===== config.mk =====
export PLATFORM = sky130hd
export DESIGN_NAME = jtkunio_dwnld
export DESIGN_NICKNAME = d
export VERILOG_FILES = /design/src/rtl/jtkunio_pkg.sv /design/src/rtl/jtkunio_dwnld_dec.sv /design/src/rtl/jtkunio_dwnld.sv
export SDC_FILE = /design/constraint.sdc
export NUM_CORES = 1
export LEC_CHECK = 0
export BUFFER_PORTS_ARGS = -buffer_cell sky130_fd_sc_hd__buf_2
export CAP_MARGIN = 20
export CORE_MARGIN = 2
export CORE_UTILIZATION = 36
export CTS_CLUSTER_SIZE = 28
export DETAILED_ROUTE_END_ITERATION = 8
export GPL_TIMING_DRIVEN = 0
export HOLD_SLACK_MARGIN = 0.03
export PLACE_DENSITY_LB_ADDON = 0.2
export REMOVE_ABC_BUFFERS = 1
export SLEW_MARGIN = 10
export SYNTH_ARGS = -nofsm -noshare
export SYNTH_HDL_FRONTEND = slang
export SYNTH_HIERARCHICAL = 1
export SYNTH_SLANG_ARGS = --single-unit

===== constraint.sdc =====
create_clock -name clk -period 6.2 [get_ports clk]
set_clock_uncertainty 0.15 [all_clocks]
set_input_delay 0.93 -clock clk [delete_from_list [all_inputs] [get_ports clk]]
set_output_delay 0.93 -clock clk [all_outputs]
set_load 0.03 [all_outputs]

===== src/rtl/jtkunio_pkg.sv =====
// Shared types and constants for the Kunio ROM downloader: FSM states,
// default region start addresses and the MCU PROM size.
package jtkunio_pkg;

  typedef enum logic [1:0] {
    IDLE = 2'd0,
    REQ  = 2'd1,
    WAIT = 2'd2
  } state_t;

  localparam logic [24:0] BA1_START_DEF  = 25'h10000;
  localparam logic [24:0] BA2_START_DEF  = 25'h38000;
  localparam logic [24:0] BA3_START_DEF  = 25'h58000;
  localparam logic [24:0] PROM_START_DEF = 25'h98000;
  localparam int          PROM_SIZE      = 512;

endpackage


===== src/rtl/jtkunio_dwnld_dec.sv =====
// Region decoder: maps a loader byte address to an SDRAM bank or the MCU PROM,
// plus the byte offset inside the selected region. Purely combinational.
module jtkunio_dwnld_dec
  import jtkunio_pkg::*;
#(
  parameter logic [24:0] BA1_START  = BA1_START_DEF,
  parameter logic [24:0] BA2_START  = BA2_START_DEF,
  parameter logic [24:0] BA3_START  = BA3_START_DEF,
  parameter logic [24:0] PROM_START = PROM_START_DEF
) (
  input  logic [24:0] addr,
  output logic [1:0]  bank,
  output logic [24:0] offset,
  output logic        is_prom
);

  logic [24:0] start;

  always_comb begin
    // NOTE: every output gets a default first so no path can infer a latch.
    bank    = 2'd0;
    start   = 25'd0;
    is_prom = 1'b0;
    if (addr < BA1_START) begin
      bank  = 2'd0;
      start = 25'd0;
    end else if (addr < BA2_START) begin
      bank  = 2'd1;
      start = BA1_START;
    end else if (addr < BA3_START) begin
      bank  = 2'd2;
      start = BA2_START;
    end else if (addr < PROM_START) begin
      bank  = 2'd3;
      start = BA3_START;
    end else begin
      is_prom = 1'b1;
      start   = PROM_START;
    end
    offset = addr - start;
  end

endmodule


===== src/rtl/jtkunio_dwnld.sv =====
// Kunio ROM downloader: turns the loader byte stream into SDRAM word writes
// with a one-entry hold buffer, plus MCU PROM strobes. Optional macro
// JTKUNIO_GFXSWAP_EN reorders graphics word addresses for banks 2 and 3.
module jtkunio_dwnld
  import jtkunio_pkg::*;
#(
  parameter logic [24:0] BA1_START  = BA1_START_DEF,
  parameter logic [24:0] BA2_START  = BA2_START_DEF,
  parameter logic [24:0] BA3_START  = BA3_START_DEF,
  parameter logic [24:0] PROM_START = PROM_START_DEF
) (
  input  logic        clk,
  input  logic        rst_n,
  input  logic        downloading,
  input  logic [24:0] ioctl_addr,
  input  logic [7:0]  ioctl_dout,
  input  logic        ioctl_wr,
  output logic [21:0] prog_addr,
  output logic [15:0] prog_data,
  output logic [1:0]  prog_mask,
  output logic [1:0]  prog_ba,
  output logic        prog_we,
  input  logic        prog_ack,
  input  logic        prog_rdy,
  output logic        prom_we,
  output logic        dwnld_busy,
  output logic        overflow
);

  state_t      state_q, state_d;
  logic        prog_we_q, prog_we_d, prom_we_q, prom_we_d;
  logic [21:0] prog_addr_q, prog_addr_d;
  logic [15:0] prog_data_q, prog_data_d;
  logic [1:0]  prog_mask_q, prog_mask_d, prog_ba_q, prog_ba_d;
  logic        hold_full_q, hold_full_d;
  logic [24:0] hold_addr_q, hold_addr_d;
  logic [7:0]  hold_data_q, hold_data_d;
  logic        overflow_q, overflow_d, downloading_q;
  logic [3:0]  busy_cnt_q, busy_cnt_d;
  logic        dwnld_busy_q, dwnld_busy_d;

  logic        use_hold, wr_v, dl_rise, active, prom_ok;
  logic [24:0] src_addr, dec_offset;
  logic [7:0]  src_data;
  logic [1:0]  dec_bank;
  logic        dec_is_prom;
  logic [21:0] word_addr;

  // A held byte takes priority over the live stream once the FSM is idle.
  assign use_hold = (state_q == IDLE) && hold_full_q;
  assign src_addr = use_hold ? hold_addr_q : ioctl_addr;
  assign src_data = use_hold ? hold_data_q : ioctl_dout;
  assign wr_v     = downloading & ioctl_wr;
  assign dl_rise  = downloading & ~downloading_q;
  assign active   = downloading | (state_q != IDLE) | hold_full_q;
  assign prom_ok  = dec_offset < 25'(PROM_SIZE);

  jtkunio_dwnld_dec #(
    .BA1_START (BA1_START),
    .BA2_START (BA2_START),
    .BA3_START (BA3_START),
    .PROM_START(PROM_START)
  ) u_dec (
    .addr   (src_addr),
    .bank   (dec_bank),
    .offset (dec_offset),
    .is_prom(dec_is_prom)
  );

`ifdef JTKUNIO_GFXSWAP_EN
  // Puts the four byte planes of one 32-bit graphics word at adjacent addresses.
  assign word_addr = dec_bank[1] ?
                     {dec_offset[22:19], dec_offset[16:1], dec_offset[18:17]} :
                     dec_offset[22:1];
`else
  assign word_addr = dec_offset[22:1];
`endif

  always_comb begin
    state_d      = state_q;
    prog_we_d    = prog_we_q;
    prom_we_d    = 1'b0;
    prog_addr_d  = prog_addr_q;
    prog_data_d  = prog_data_q;
    prog_mask_d  = prog_mask_q;
    prog_ba_d    = prog_ba_q;
    hold_full_d  = hold_full_q;
    hold_addr_d  = hold_addr_q;
    hold_data_d  = hold_data_q;
    overflow_d   = overflow_q & ~dl_rise;

    case (state_q)
      IDLE: begin
        if (hold_full_q || wr_v) begin
          // Draining the hold buffer while a new byte arrives refills it.
          hold_full_d = hold_full_q & wr_v;
          if (hold_full_q && wr_v) begin
            hold_addr_d = ioctl_addr;
            hold_data_d = ioctl_dout;
          end
          if (dec_is_prom) begin
            if (prom_ok) begin
              prom_we_d   = 1'b1;
              prog_addr_d = {13'd0, dec_offset[8:0]};
              prog_data_d = {8'h00, src_data};
            end
          end else begin
            prog_addr_d = word_addr;
            prog_data_d = {src_data, src_data};
            prog_mask_d = dec_offset[0] ? 2'b01 : 2'b10;
            prog_ba_d   = dec_bank;
            prog_we_d   = 1'b1;
            state_d     = REQ;
          end
        end
      end
      REQ: begin
        if (prog_ack) begin
          prog_we_d = 1'b0;
          state_d   = prog_rdy ? IDLE : WAIT;
        end
      end
      WAIT: begin
        if (prog_rdy) state_d = IDLE;
      end
      default: state_d = IDLE;
    endcase

    if (state_q != IDLE && wr_v) begin
      if (hold_full_q) begin
        overflow_d = 1'b1;
      end else begin
        hold_full_d = 1'b1;
        hold_addr_d = ioctl_addr;
        hold_data_d = ioctl_dout;
      end
    end

    busy_cnt_d   = active ? 4'hf : (busy_cnt_q != 4'd0 ? busy_cnt_q - 4'd1 : 4'd0);
    dwnld_busy_d = active | (busy_cnt_q != 4'd0);
  end

  always_ff @(posedge clk or negedge rst_n) begin
    if (!rst_n) begin
      state_q       <= IDLE;
      prog_we_q     <= 1'b0;
      prom_we_q     <= 1'b0;
      prog_addr_q   <= '0;
      prog_data_q   <= '0;
      prog_mask_q   <= 2'b11;
      prog_ba_q     <= '0;
      hold_full_q   <= 1'b0;
      hold_addr_q   <= '0;
      hold_data_q   <= '0;
      overflow_q    <= 1'b0;
      downloading_q <= 1'b0;
      busy_cnt_q    <= '0;
      dwnld_busy_q  <= 1'b0;
    end else begin
      // NOTE: non-blocking assignments so every flop samples pre-edge values.
      state_q       <= state_d;
      prog_we_q     <= prog_we_d;
      prom_we_q     <= prom_we_d;
      prog_addr_q   <= prog_addr_d;
      prog_data_q   <= prog_data_d;
      prog_mask_q   <= prog_mask_d;
      prog_ba_q     <= prog_ba_d;
      hold_full_q   <= hold_full_d;
      hold_addr_q   <= hold_addr_d;
      hold_data_q   <= hold_data_d;
      overflow_q    <= overflow_d;
      downloading_q <= downloading;
      busy_cnt_q    <= busy_cnt_d;
      dwnld_busy_q  <= dwnld_busy_d;
    end
  end

  assign prog_addr  = prog_addr_q;
  assign prog_data  = prog_data_q;
  assign prog_mask  = prog_mask_q;
  assign prog_ba    = prog_ba_q;
  assign prog_we    = prog_we_q;
  assign prom_we    = prom_we_q;
  assign dwnld_busy = dwnld_busy_q;
  assign overflow   = overflow_q;

endmodule


Word level (Yosys, flattened, before mapping):

Index checks and enable logic that the tools add are counted.
W data, S select, Z words.

* RAM bits: 0
* output and inout bits: 46
* logic and storage cells: 101
* bits in latches: 0
* register bits after elaboration: 87
* ROM bits: 0
* memories kept: 0

* shift-type cells: 0
* equality and inequality tests: 7
* add/sub/neg operators: 2
* magnitude comparators: 5
* multipliers: 0
* divide/modulo/power cells: 0
* bitwise gates (word level): 10
* muxes and demuxes: 51
* reductions and logical operators: 12

Operators with widths (count)
* $mux W25: 9
* $mux W8: 6
* $mux W22: 2
* $mux W16: 2
* $lt A25 B10 Y1 const B: 1
* $lt A25 B17 Y1 const B: 1
* $lt A25 B18 Y1 const B: 1
* $lt A25 B19 Y1 const B: 1
* $lt A25 B20 Y1 const B: 1
* $sub A25 B25 Y25: 1
* $mux W2: 10
* $mux W20: 1
* $mux W1: 17
* $mux W4: 2
* $ne A2 B2 Y1 const B: 4
* $reduce_and A4 Y1: 2
* $pmux W2 S3: 1
* $reduce_and A3 Y1: 2
* $and A1 B1 Y1: 4
* $reduce_bool A2 Y1: 2
* $reduce_bool A4 Y1: 1
* $sub A4 B1 Y4 const B: 1
* $logic_and A1 B1 Y1: 3
* $not A1 Y1: 3
* 7 further kinds: 9

Longest topological paths before layout:

Gate-level depths: netlist (run 1).

* depth in word-level cells: 14
* mapped depth: 22
* gate-level depth less buffers: 18

By module:

The synthesis (run 1) kept the hierarchy.

By module, submodules not included
* jtkunio_dwnld: instances 1, seq. area each 2179.6 um^2, area each 3771.1 um^2, cells an instance 288
* jtkunio_dwnld_dec: instances 1, seq. area each 0.0 um^2, area each 561.8 um^2, cells an instance 79

Worst setup path before layout (run 1):

No wires, ideal clock.

* path type: flip-flop to flip-flop
* start: register state_q[0]
* end: register prog_addr_q[17] (netlist: prog_addr[17])
* path buffers: 4
* clock period less this slack: 4.996 ns
* slack: 1.204 ns
* data required time: 5.929 ns
* setup time: 0.121 ns
* stages on the path, launching flop included: 21
* arrival: 4.725 ns
* cell sequence: dfrtp_1 nor2_1 and2_1 buf_2 buf_2 mux2_2 or3_4 or3_4 nor2_1 nand2_1 ha_1 o211ai_1 a21oi_1 nor4b_1 xor2_1 nor4_1 a41oi_1 or2_1 buf_6 buf_6 a22o_1

* word-level cells in the longest chain between the ends: 12
* elaborated cells between the ends (all ways): 20
* classes of those cells: add/sub: 1; order compare: 5; eq/ne: 1; mux: 10; reduce/logical: 3

Ends and longest elaborated chain
* start, declared: RTL line jtkunio_dwnld.sv:30 `state_t state_q, state_d;`
* start signal, assigned: RTL line jtkunio_dwnld.sv:161 `state_q <= state_d;`
* $logic_not A2 Y1 *: RTL line jtkunio_dwnld.sv:50 `assign use_hold = (state_q == IDLE) && hold_full_q;`
* $logic_and A1 B1 Y1 *: RTL line jtkunio_dwnld.sv:50
* $mux W25 *: RTL line jtkunio_dwnld.sv:51 `assign src_addr = use_hold ? hold_addr_q : ioctl_addr;`
* named net src_addr[22]: RTL line jtkunio_dwnld.sv:43 `logic [24:0] src_addr, dec_offset;`
* $lt A25 B20 Y1: RTL line jtkunio_dwnld_dec.sv:33 `end else if (addr < PROM_START) begin`
* $mux W20: RTL line jtkunio_dwnld_dec.sv:33
* $mux W25: RTL line jtkunio_dwnld_dec.sv:30 `end else if (addr < BA3_START) begin`
* $mux W25: RTL line jtkunio_dwnld_dec.sv:27 `end else if (addr < BA2_START) begin`
* $mux W25: RTL line jtkunio_dwnld_dec.sv:24 `if (addr < BA1_START) begin`
* $sub A25 B25 Y25 *: RTL line jtkunio_dwnld_dec.sv:40 `offset = addr - start;`
* named net dec_offset[24]: RTL line jtkunio_dwnld.sv:43
* $lt A25 B10 Y1 *: RTL line jtkunio_dwnld.sv:56 `assign prom_ok = dec_offset < 25'(PROM_SIZE);`
* $ne A2 B2 Y1 (no source line) *
* $reduce_and A3 Y1 (no source line) *
* end signal, assigned: RTL line jtkunio_dwnld.sv:164 `prog_addr_q <= prog_addr_d;`
* end, declared: RTL line jtkunio_dwnld.sv:32 `logic [21:0] prog_addr_q, prog_addr_d;`

The timed path passes the listed nets; every way through them passes the cells marked *.
A chain may end at the register's enable or synchronous reset.

Worst setup path in the final report (run 1):

* start: register state_q[0]
* end: register prog_addr_q[18] (netlist: prog_addr[18])

Same word-level chain as after synthesis.

==> results.md, run 1 <==
- The total DRC errors in the routed layout is 0.
- TritonCTS created 9 clock buffers.
- TritonCTS built the clock tree.
- The x dimension of the die is 114 um.
- The clock passes through at most 2 buffers.
- The startpoint type of the worst setup path is a flip-flop.
- The switching power of the nets is 0.418 mW.
- Entering global routing, the biggest net connects 52 pins.
- The critical setup path kind is reg -> reg.
- The final-layout worst hold slack is 0.329 ns.
- The number of nets with antenna violations after routing is 0.
- Headroom to the max-slew limit came out at 0.402.
- The count of state elements after synthesis is 87.
- The detailed router placed 3040 vias in this run.
- The count of inserted antenna diode cells is 0.
- The hold violation count in the final report is 0.
- The die area is 12900 sq um.
- The overall routing resource usage is 0.159.
- The unique cell type count in the Yosys netlist is 44.
- The switching share of total power is 0.286.
- The synthesized netlist occupies a cell area of 4330 sq um.
- CTS placed an instance of sky130_fd_sc_hd__clkbuf_16 at the clock tree root.
- For this configuration, the core starts out at a cell density of 0.365.
- After the last flow step, the layout net total stands at 477.
- For the worst-skew pair, the clock arrives at the later sink with an insertion delay of 0.34 ns.
- After clock tree synthesis, the flow added hold-fix buffers numbering 0.
- The number of pins with negative max-slew slack in the final report is 0.
- The design draws 1.46 mW.
- The number of core rows is 40.
- The flow ran to the end, and the final reports show no timing, DRC or antenna violations.
- Yosys attributes the largest share of cell area to sky130_fd_sc_hd__dfrtp_1 49%, sky130_fd_sc_hd__mux2_2 16%, sky130_fd_sc_hd__o21ai_0 4.5%, sky130_fd_sc_hd__mux2i_1 3.9%, sky130_fd_sc_hd__buf_4 3.1%.
- Counting flops with a built-in enable in the synthesized netlist gives 0.
- The setup-violating endpoint count in the final report is 0.
- The internal power of the cells totals 1.04 mW.
- In this run the standard cell core region covers 11900 sq um.
- For this block, the initial DRC count from the detailed router was 71.
- The power density relative to cell area is 284 nW/um^2.
- After detailed placement, the design holds a cell count of 568.
- The data required time of the worst path is 6.28 ns.
- Among all flip-flop cells after synthesis, the most frequent one is sky130_fd_sc_hd__dfrtp_1.
- The half-perimeter wire length after placement is 6.73 mm.
- The largest driver fanout on the critical path is 38.
- The initial antenna violation count is 0.
- The H-tree was split into 3 levels.
- The proportion of register bits with asynchronous set or reset after synthesis is 1.00.
- The worst setup path is captured at a flip-flop.
- The final routed wirelength across all metal layers is 9.76 mm.
- The number of global-route vias before repair was 3099.
- The share of synthesized area in the top cell type comes to 0.491.
- In this run the tool buffered the top-level ports with 84 buffer cells.
- Max-cap violations in this run came to 0.
- The first global-routing pass estimated 15.9 mm of wire.
- The share of total power dissipated in sequential elements is 0.472.
- The clock share of power is 0.350.
- After technology mapping, the gate count stands at 367.
- The I/O pin count is 85.
- The cell leakage power is 2.44 nW.
- At the end of routability-driven placement, the weighted congestion stood at 0.754.
- The post-route fraction of the period consumed by the critical path is 0.927.
- Summed over all failing endpoints, the final setup total negative slack is 0 ns.
- After clock tree synthesis, the clock-pin slew on the worst setup and hold paths is 0.06 ns.
- The worst path in the final design needs a cycle of 5.75 ns, including I/O delays and setup.
- The biggest area consumer among synthesized cells is sky130_fd_sc_hd__dfrtp_1.
- For this run, the number of standard cells in the final layout without fillers is 584.
- Setup repair after global routing left no endpoint under its margin.
- The average vias per placed instance is 5.21.
- The slew of the pin with the lowest slew margin is 0.893 ns.
- In this run the vertical extent of the chip is 114 um.
- The part of the Yosys area used for sequential elements is 0.503.
- The endpoint arrival time on the critical path is 5.83 ns.
- The layout cell share with drive strength beyond 1 is 0.410.
- The per-instance average area after synthesis is 11.8 sq um.
- The maximum frequency from static timing analysis is 0.174 GHz.
- The first detailed-routing pass took 4 iterations.
- The worst-case IR drop observed on VDD is 0.000100 V.
- The share of power burned in combinational logic is 0.178.
- Summed over all layers, the global routing overflow is 0.
- The Yosys step of the flow raised 6 warnings.
- From synthesis to final layout, the design area changed by 18.4%.
- The clock sink total is 87.
- In this run the worst hold path is classified as reg -> reg.
- The mean routed wirelength per cell is 16.7 um.
-- synth_stat cells, types with 5 or more instances --
cell                        count
sky130_fd_sc_hd__buf_4         18
sky130_fd_sc_hd__nand2b_1       5
sky130_fd_sc_hd__a21oi_1        9
sky130_fd_sc_hd__mux2i_1       17
sky130_fd_sc_hd__clkbuf_1       6
sky130_fd_sc_hd__a22o_1        13
sky130_fd_sc_hd__mux2_2        61
sky130_fd_sc_hd__o21ai_0       39
sky130_fd_sc_hd__nor2_1        17
sky130_fd_sc_hd__nor3_1         9
sky130_fd_sc_hd__ha_1           5
sky130_fd_sc_hd__nand2_1        7
sky130_fd_sc_hd__xor2_1         5
sky130_fd_sc_hd__o21ai_1        7
sky130_fd_sc_hd__dfrtp_1       85
sky130_fd_sc_hd__o2bb2ai_1      8
sky130_fd_sc_hd__buf_2          6
sky130_fd_sc_hd__inv_1          7
-- power by group through the flow --
stage	Sequential [mW]	Combinational, mW	Clock, mW
after CTS	0.690	0.260	0.525
after floorplan	0.751	0.113	0
after detailed placement	0.699	0.260	0
after global placement	0.696	0.250	0
final	0.689	0.259	0.511
after global routing	0.700	0.283	0.549
-- placed cells by master (no fill, tap or decap), drive strengths merged, types with 3 or more instances in the layout --
cell,count
ha,5
a21oi,9
mux2i,17
and2,3
nand3,3
nor4,4
mux2,61
xor2,5
clkbuf,10
o21ai,46
nor4b,3
nand2b,5
nor2,17
a22o,13
buf,89
dfrtp,85
inv,8
nor3,10
clkinv,4
nand2,7
o2bb2ai,8
-- metal layers --
| metal | up-vias | part of all wire | GRT usage |
|---|---|---|---|
| met3 | 13 | 0.044 | 0.0345 |
| met2 | 68 | 0.48 | 0.267 |
| li1 | 1438 | - | - |
| met1 | 1521 | 0.46 | 0.202 |
| met4 | 0 | 0.014 | 0.0626 |
| met5 | - | 0 | 0 |
-- final cells by class --
class | count | area, sq um
clock buffers | 10 | 239
clock inverters | 6 | 43.8
fillers | 1128 | 6730
inverters | 7 | 26.3
multi-input cells | 238 | 1930
flip-flops and latches | 87 | 2180
well taps | 147 | 184
repair buffers | 89 | 524
-- sequential cells by signal, summed over array words and instances, names as in the netlist --
register       count
busy_cnt_q         4
downloading_q      1
dwnld_busy         1
hold_addr_q       25
hold_data_q        8
hold_full_q        1
overflow           1
prog_addr         22
prog_ba            2
prog_data         16
prog_mask          2
prog_we            1
prom_we            1
state_q            2
-- critical path: stages (launching register included) --
cell and delay [ns]:
sky130_fd_sc_hd__dfrtp_1 0.43, sky130_fd_sc_hd__nor2_1 0.31, sky130_fd_sc_hd__and2_4 0.40, sky130_fd_sc_hd__buf_16 0.21
sky130_fd_sc_hd__mux2_2 0.37, sky130_fd_sc_hd__or3_4 0.42, sky130_fd_sc_hd__or3_4 0.38, sky130_fd_sc_hd__nor2_1 0.13
sky130_fd_sc_hd__nand2_1 0.07, sky130_fd_sc_hd__ha_1 0.19, sky130_fd_sc_hd__inv_1 0.07, sky130_fd_sc_hd__fa_1 0.23
sky130_fd_sc_hd__a211oi_1 0.09, sky130_fd_sc_hd__nor2_1 0.19, sky130_fd_sc_hd__nor3_1 0.08, sky130_fd_sc_hd__xor2_1 0.15
sky130_fd_sc_hd__nor4_1 0.49, sky130_fd_sc_hd__a41oi_4 0.45, sky130_fd_sc_hd__or2_4 0.54, sky130_fd_sc_hd__a22o_1 0.24
-- repair_timing --
action                     4_1_cts  5_1_grt
setup endpoints to repair       38       38
buffers inserted                 0        0
gates resized for setup          1        4
-- cell families after synthesis --
group / Yosys count / synth area share
AOI/OAI and AO/OA: 86 / 0.124
xor gates and xnor gates: 7 / 0.0141
adders and majority gates: 7 / 0.0214
buffers and inverters: 42 / 0.0606
DFF: 87 / 0.503
muxes: 78 / 0.198
and+or+nand+nor: 60 / 0.0791
-- metrics by stage --
| step | setup WS, ns | area [sq um] | utilization |
|---|---|---|---|
| floorplan | 0.242 | 4100 | - |
| global placement | -1.79 | 4700 | 0.396 |
| detailed placement | -0.194 | 4820 | 0.406 |
| CTS | 0.00915 | 5100 | 0.430 |
| global route | 0.0747 | 5130 | 0.432 |
| finish | 0.450 | 5130 | 0.432 |
-- path summary, 6_finish.rpt --
path / to / depth (start not counted) / slack, ns / from
max in group asynchronous: prog_mask[1] / 2 / 4.82 / rst_n
setup reg to reg: prog_addr[18] / 19 / 0.45 / state_q[0]
hold / removal: prog_mask[1] / 2 / 0.33 / prog_mask[1]
setup / recovery: prog_addr[18] / 19 / 0.45 / state_q[0]
hold reg to reg: prog_mask[1] / 2 / 0.33 / prog_mask[1]
min in group asynchronous: hold_addr_q[15] / 1 / 0.41 / rst_n
No activity file was read; power rests on OpenSTA's default activity.
==> run 2, diff against run 1 <==
--- a/config.mk
+++ b/config.mk
@@ -5,10 +5,10 @@
 export SDC_FILE = /design/constraint.sdc
 export NUM_CORES = 1
 export LEC_CHECK = 0
-export BUFFER_PORTS_ARGS = -buffer_cell sky130_fd_sc_hd__buf_2
+export BUFFER_PORTS_ARGS = -buffer_cell sky130_fd_sc_hd__buf_4
 export CAP_MARGIN = 20
 export CORE_MARGIN = 2
-export CORE_UTILIZATION = 36
+export CORE_UTILIZATION = 55
 export CTS_CLUSTER_SIZE = 28
 export DETAILED_ROUTE_END_ITERATION = 8
 export GPL_TIMING_DRIVEN = 0
==> run 2 against run 1 <==
Via count up 2.0%. Setup slack gained 0.023 ns. First-iteration DRC count grew 130%. Register-to-register slack improved by 0.02 ns. Count of clock-buffer cells in the layout fell by 1. Sequential power hardly changed. Wire length down 8.4%. Clock power fell by 15%. Total power decreased by 3.6%. Die area fell by 33%. Final cell count decreased by 7.7%. Critical endpoint is now prog_addr[20]. Largest cell class unchanged. Highest routed layer unchanged.
==> results.md, run 2 (synthesis results as in run 1) <==
- The first global-routing pass estimated 14.5 mm of wire.
- The startpoint identified for the worst register-to-register timing path is state_q[0].
- The number of fillers in the final layout is 588.
- The critical setup path kind is reg -> reg.
- Setup repair after global routing left no endpoint under its margin.
- The I/O pin count is 85.
- The endpoint of the worst-slack reg-to-reg timing path is prog_addr[20].
- The final-layout worst hold slack is 0.306 ns.
- The maximum frequency from static timing analysis is 0.175 GHz.
- The number of pins with negative max-slew slack in the final report was 0.
- Buffers inserted to repair hold after CTS numbered 0.
- Across the run, the number of max-cap violations was 0.
- The cell at the root of the clock tree is sky130_fd_sc_hd__clkbuf_8.
- For this run, design rule violations remaining after detail routing come to 0.
- Setup violations remaining at the end of the flow were counted as 0.
- The worst pin sits at a relative slew slack of 0.338.
- The maximum number of pins on one net before global-route repair is 88.
- The area used by multi-input combinational logic is 1940 sq um.
- The final cell count without fillers is 539.
- The number of clock buffers added by TritonCTS is 9.
- For this block, the via count after detailed routing is 3102.
- The mean routed wirelength per cell is 16.6 um.
- The clock tree synthesis step divided the H-tree into 3 levels.
- The number of nets with antenna violations after routing is 0.
- Leaving out fill and tap cells, the most frequent cells in the layout are 85 x sky130_fd_sc_hd__dfrtp_1, 85 x sky130_fd_sc_hd__buf_4, 61 x sky130_fd_sc_hd__mux2_2.
- After clock tree synthesis, the repair step resized 2 gates.
- Ranked by flip-flop count, first place goes to hold_addr_q.
- The core outline area is 7690 sq um.
- The accumulated negative setup slack is 0 ns.
- The class of the tightest hold or removal check is in -> async.
- The flow ran to the end, and the final reports show no timing, DRC or antenna violations.
- The repair_antennas step left the layout with diodes totalling 0.
- The layout cell share with drive strength beyond 1 is 0.412.
- The number of global-route vias before repair came to 3049.
- The post-route worst setup slack is 0.473 ns.
- The total number of nets in the final design is 477.
- The area used by sequential logic in the layout is 2180 sq um.
- At the pin with the least slew margin, the transition time is 0.990 ns.
- The post-place setup slack is -0.131 ns.
- Data on the critical path is required at its endpoint by 6.28 ns.
- STA classifies the critical path startpoint as a flip-flop.
- The number of cells on the worst reg-to-reg path is 18.
- The number of placed instances, taps included is 522.
- Of the available clock period, the critical path in the final layout requires 0.924.
- TritonCTS built the clock tree.
- The minimum period implied by the final worst setup slack is 5.73 ns.
- The die extent in y is 92.8 um.
- The number of setup buffers added after CTS is 0.
- The x dimension of the die is 92.8 um.
- The half-perimeter wire length after placement is 6.11 mm.
- The first detailed-routing pass ran for 4 iterations.
- The remaining global-route overflow is 0.
- The internal reg-to-reg setup slack is 0.47 ns.
- The clock drives 87 sinks.
- Along the worst path, the maximum fanout reaches 22.
- STA puts the critical path data arrival time at 5.81 ns.
- Clock-pin slew was measured on the worst setup and hold paths at 0.09 ns.
- The cell leakage power is 2.47 nW.
- The register with the most flip-flops in the layout has 25 of them.
- The post-placement cell area is 4960 sq um.
- Summing internal, switching and leakage power gives 1.41 mW.
- The endpoint class of the critical path is a flip-flop.
- The utilization after layout is 0.682.
- The number of core rows is 32.
- The overall routing resource usage is 0.212.
- The largest buffer count on any clock path is 2.
- The clock reaches the later pin of the worst-skew pair after 0.35 ns.
- The hold violation count in the final report is 0.
- The initial antenna violation count was 0.
- Buffers placed on the I/O ports in this run total 84.
- The DRC marker count from the first detailed-route iteration is 161.
- The final routed wirelength across all metal layers is 8.94 mm.
- The starting density of the core is 0.564.
- The average vias per placed instance is 5.76.
- The power density relative to cell area is 268 nW/um^2.
- The congestion estimate from routability-driven global placement came to 0.836.
- The die area is 8600 sq um.
- The synthesis-to-finish area growth is 20.9%.
- The final instance area is 5240 sq um.
- IR analysis of the VDD net gives a maximum drop of 0.000181 V.
## run 2: cell count changes in the layout (fill, tap and decap cells not counted), sizes merged
cell / before / now
clkbuf: 10 / 9
clkinvlp: 1 / 0
bufinv: 0 / 2
## run 2: critical path, stage by stage, from the launching register on
cell and delay [ns]:
sky130_fd_sc_hd__dfrtp_1 0.44, sky130_fd_sc_hd__nor2_1 0.31, sky130_fd_sc_hd__and2_4 0.39, sky130_fd_sc_hd__buf_16 0.20, sky130_fd_sc_hd__mux2_2 0.39, sky130_fd_sc_hd__or3_4 0.40, sky130_fd_sc_hd__or3_4 0.38, sky130_fd_sc_hd__nor2_1 0.14
sky130_fd_sc_hd__nand2_1 0.07, sky130_fd_sc_hd__ha_1 0.34, sky130_fd_sc_hd__o211ai_1 0.18, sky130_fd_sc_hd__a21oi_1 0.10, sky130_fd_sc_hd__nor4b_1 0.33, sky130_fd_sc_hd__xor2_1 0.14, sky130_fd_sc_hd__nor4_2 0.44, sky130_fd_sc_hd__a41oi_4 0.36
sky130_fd_sc_hd__or2_4 0.45, sky130_fd_sc_hd__buf_16 0.19, sky130_fd_sc_hd__a22o_1 0.18
## run 2: area by class of cell
| class | instances | area share |
|---|---|---|
| sequential | 87 | 0.416 |
| multi-input combinational | 238 | 0.370 |
| timing repair buffer | 89 | 0.143 |
| tap | 102 | 0.0244 |
| clock buffer | 9 | 0.0236 |
| clock inverter | 7 | 0.0184 |
| inverter | 7 | 0.00501 |
## run 2: worst max path at each step
stage / start / slack (ns) / end
2_1_floorplan: state_q[0] / 0.24 / prog_addr[0]
3_3_place_gp: state_q[0] / -1.45 / prog_addr[3]
3_5_place_dp: state_q[0] / -0.13 / prog_addr[17]
4_1_cts: state_q[0] / 0.09 / prog_addr[20]
5_1_grt: state_q[0] / 0.09 / prog_addr[4]
6_report: state_q[0] / 0.47 / prog_addr[20]
## run 2: report_power, final
group          internal, mW  switching (mW)
combinational         0.132           0.150
sequential            0.647          0.0432
clock                 0.229           0.206
total                  1.01           0.399
## run 2: metal layers
metal / global-route usage / share of wire / wire, um / up-vias
met1: 0.289 / 0.45 / 4020 / 1561
met2: 0.339 / 0.48 / 4330 / 88
li1: - / - / - / 1446
met4: 0.0760 / 0.0076 / 68 / 0
met5: 0 / 0 / 0 / -
met3: 0.0439 / 0.059 / 527 / 7
==> run 3, diff against run 2 <==
--- a/config.mk
+++ b/config.mk
@@ -7,6 +7,7 @@
 export LEC_CHECK = 0
 export BUFFER_PORTS_ARGS = -buffer_cell sky130_fd_sc_hd__buf_4
 export CAP_MARGIN = 20
+export CORE_ASPECT_RATIO = 0.8
 export CORE_MARGIN = 2
 export CORE_UTILIZATION = 55
 export CTS_CLUSTER_SIZE = 28
==> run 3 against run 2 <==
Combinational power about the same. Flip-flop and latch count unchanged. Design area down 0.43%. Via count up 0.68%. Utilization up 1.1 points. Critical path depth unchanged. Final cell count up 0.93%. Critical path type unchanged.
==> results.md, run 3 (synthesis results as in run 1) <==
- Clock-pin slew was measured on the worst setup and hold paths at 0.09 ns.
- Input and output buffers added on the ports amount to 84.
- Across every metal layer, demand over resource in global routing totals 0.230.
- In this run the horizontal extent of the chip is 103 um.
- The accumulated negative setup slack is 0 ns.
- The hold violation count in the final report is 0.
- The class of the tightest hold or removal check is reg -> reg.
- Summing all flip-flop and latch instances after layout gives 2180 sq um.
- The register with the most flip-flops in the layout has 25 of them.
- The start point of the worst min-delay path is prog_data[11].
- The wire-length estimate of the detail-placed layout is 6.50 mm.
- In the layout the commonest cells are 87 x sky130_fd_sc_hd__buf_4, 85 x sky130_fd_sc_hd__dfrtp_1, 61 x sky130_fd_sc_hd__mux2_2.
- In the final layout, the share of cells above drive strength 1 is 0.410.
- The reg-to-reg critical path startpoint is state_q[0].
- The clock passes through at most 2 buffers.
- Setup repair after global routing left no endpoint under its margin.
- The post-place setup slack is -0.0146 ns.
- The length in cells of the worst reg-to-reg path is 18.
- Headroom to the max-slew limit came out at 0.357.
- In the finished design, the share of the clock period the worst path needs comes to 0.914.
- The internal reg-to-reg setup slack is 0.53 ns.
- The via count is 3123.
- The number of pins with negative max-slew slack in the final report is 0.
- The remaining global-route overflow is 0.
- After layout, the minimum clock period comes to 5.67 ns.
- For this configuration, the core starts out at a cell density of 0.575.
- In the post-route analysis, the smallest setup slack over all paths is 0.532 ns.
- The first global-routing pass estimated 15.3 mm of wire.
- The endpoint class of the critical path is a flip-flop.
- The core outline area is 7530 sq um.
- The largest driver fanout on the critical path is 27.
- The area used by multi-input combinational logic is 1930 sq um.
- The critical path in this run is classified as reg -> reg.
- The detailed-routing iteration count for the pre-antenna-repair pass is 4.
- The net count of the finished layout is 480.
- Leaving out fill and tap cells, the most frequent cell in the layout is sky130_fd_sc_hd__buf_4.
- At the worst endpoint, the arrival time is 5.75 ns.
- Dividing total power by cell area gives a power density of 263 nW/um^2.
- Dividing the detail-routed wire length by the instance count gives 17.3 um.
- The count of max-cap constraint violations is 0.
- In this run the count of I/O pins placed on the die edge is 85.
- The number of global-route vias before repair is 3125.
- The number of placed instances, taps included is 526.
- STA puts the critical path data required time at 6.28 ns.
- TritonCTS created 9 clock buffers.
- The total DRC errors in the routed layout is 0.
- Wires add up to 9.39 mm.
- The number of buffers inserted for hold repair after clock tree synthesis is 0.
- The clock insertion delay at the later pin of the skew report is 0.36 ns.
- The die extent in y is 83.4 um.
- The final cell count without fillers is 544.
- TritonCTS built the clock tree.
- The die covers 8610 sq um.
- The initial antenna violation count came to 0.
- Ranked by flip-flop count, first place goes to hold_addr_q.
- The startpoint type of the worst setup path is a flip-flop.
- The final weighted congestion in routability-driven placement is 0.834.
- The maximum number of pins on one net before global-route repair is 88.
- The number of nets with antenna violations after routing is 0.
- Setup violations remaining at the end of the flow were counted as 0.
- 0 antenna diodes ended up in the layout.
- The run finished with clean final reports.
- The DRC marker count from the first detailed-route iteration is 107.
- The worst hold path endpoint is prog_data[11].
- The worst IR drop on VDD is 0.000155 V.
- Row generation in the floorplan step produced 28 rows.
- CTS placed an instance of sky130_fd_sc_hd__clkbuf_8 at the clock tree root.
- At the pin with the least slew margin, the transition time is 0.961 ns.
- The maximum frequency from static timing analysis is 0.176 GHz.
- The total design power is 1.37 mW.
- The H-tree was split into 3 levels.
- After filler insertion, the fill cell instance count of the layout stands at 549.
- The worst register-to-register path ends at prog_addr[12].
- Dividing the detail-routed via count by the number of cells gives 5.74.
- The clock drives 87 sinks.
- Counting instances, the worst hold path has a depth of 1.
- The cell leakage power is 2.46 nW.
- At the end of the flow the core is filled with cells to 0.693.
- The synthesis-to-finish area growth is 20.4%.
==> run 3: cell count changes in the layout (fill, tap and decap cells not counted), moves of 2 or more <==
cell / change
sky130_fd_sc_hd__clkinv_4: -2
sky130_fd_sc_hd__buf_4: +2
sky130_fd_sc_hd__buf_16: -2
sky130_fd_sc_hd__buf_12: +2
==> run 3: area by class of cell <==
class	count	share of cell area
sequential	87	0.418
multi-input combinational	238	0.369
timing repair buffer	92	0.146
clock buffer	10	0.0264
tap	105	0.0252
clock inverter	5	0.0108
inverter	7	0.00504
==> run 3: what timing repair did <==
action | in CTS | in global routing
resized for setup | 2 | 3
endpoints found under the setup margin | 21 | 38
pin swaps | 0 | 1
buffers inserted | 0 | 2
==> run 3: layer usage <==
metal	up-vias	global-route usage	share of wire	wire, um
li1	1444	-	-	-
met2	115	0.337	0.45	4270
met5	-	0	0	0
met3	14	0.0598	0.068	637
met4	0	0.0754	0.014	133
met1	1550	0.334	0.46	4340
==> run 3: report_power, final <==
group | total, mW | leakage [nW] | internal (mW) | switching, mW
Clock | 0.396 | 0.0985 | 0.195 | 0.201
Combinational | 0.283 | 1.22 | 0.132 | 0.151
Sequential | 0.690 | 1.13 | 0.648 | 0.0428
Total | 1.37 | 2.46 | 0.975 | 0.395
==> run 3: through the flow <==
stage / area (sq um) / hold WS (ns)
finish: 5220 / 0.349
global placement: 4860 / 0.321
detailed placement: 4950 / 0.325
global route: 5220 / 0.370
CTS: 5160 / 0.347
floorplan: 4100 / 0.323
==> run 3: how the worst max path moves through the flow <==
| stage | startpoint | to | slack (ns) | depth (start not counted) |
|---|---|---|---|---|
| 2_1_floorplan | state_q[0] | prog_addr[0] | 0.24 | 16 |
| 3_3_place_gp | state_q[0] | prog_addr[1] | -1.56 | 16 |
| 3_5_place_dp | state_q[0] | prog_addr[10] | -0.01 | 18 |
| 4_1_cts | state_q[0] | prog_addr[12] | 0.03 | 18 |
| 5_1_grt | state_q[1] | prog_addr[14] | 0.25 | 18 |
| 6_report | state_q[0] | prog_addr[12] | 0.53 | 18 |
==> run 3: critical path, stage by stage (launching register included) <==
cell	delay [ns]
sky130_fd_sc_hd__dfrtp_1	0.43
sky130_fd_sc_hd__nor2_1	0.28
sky130_fd_sc_hd__and2_2	0.38
sky130_fd_sc_hd__buf_12	0.25
sky130_fd_sc_hd__mux2_2	0.39
sky130_fd_sc_hd__or3_4	0.42
sky130_fd_sc_hd__or3_4	0.39
sky130_fd_sc_hd__nor2_1	0.14
sky130_fd_sc_hd__nand2_1	0.07
sky130_fd_sc_hd__ha_1	0.34
sky130_fd_sc_hd__o211ai_1	0.20
sky130_fd_sc_hd__a21oi_1	0.12
sky130_fd_sc_hd__nor4b_1	0.42
sky130_fd_sc_hd__xor2_1	0.14
sky130_fd_sc_hd__nor4_2	0.46
sky130_fd_sc_hd__a41oi_4	0.20
sky130_fd_sc_hd__or2_4	0.38
sky130_fd_sc_hd__buf_16	0.19
sky130_fd_sc_hd__a22o_1	0.18
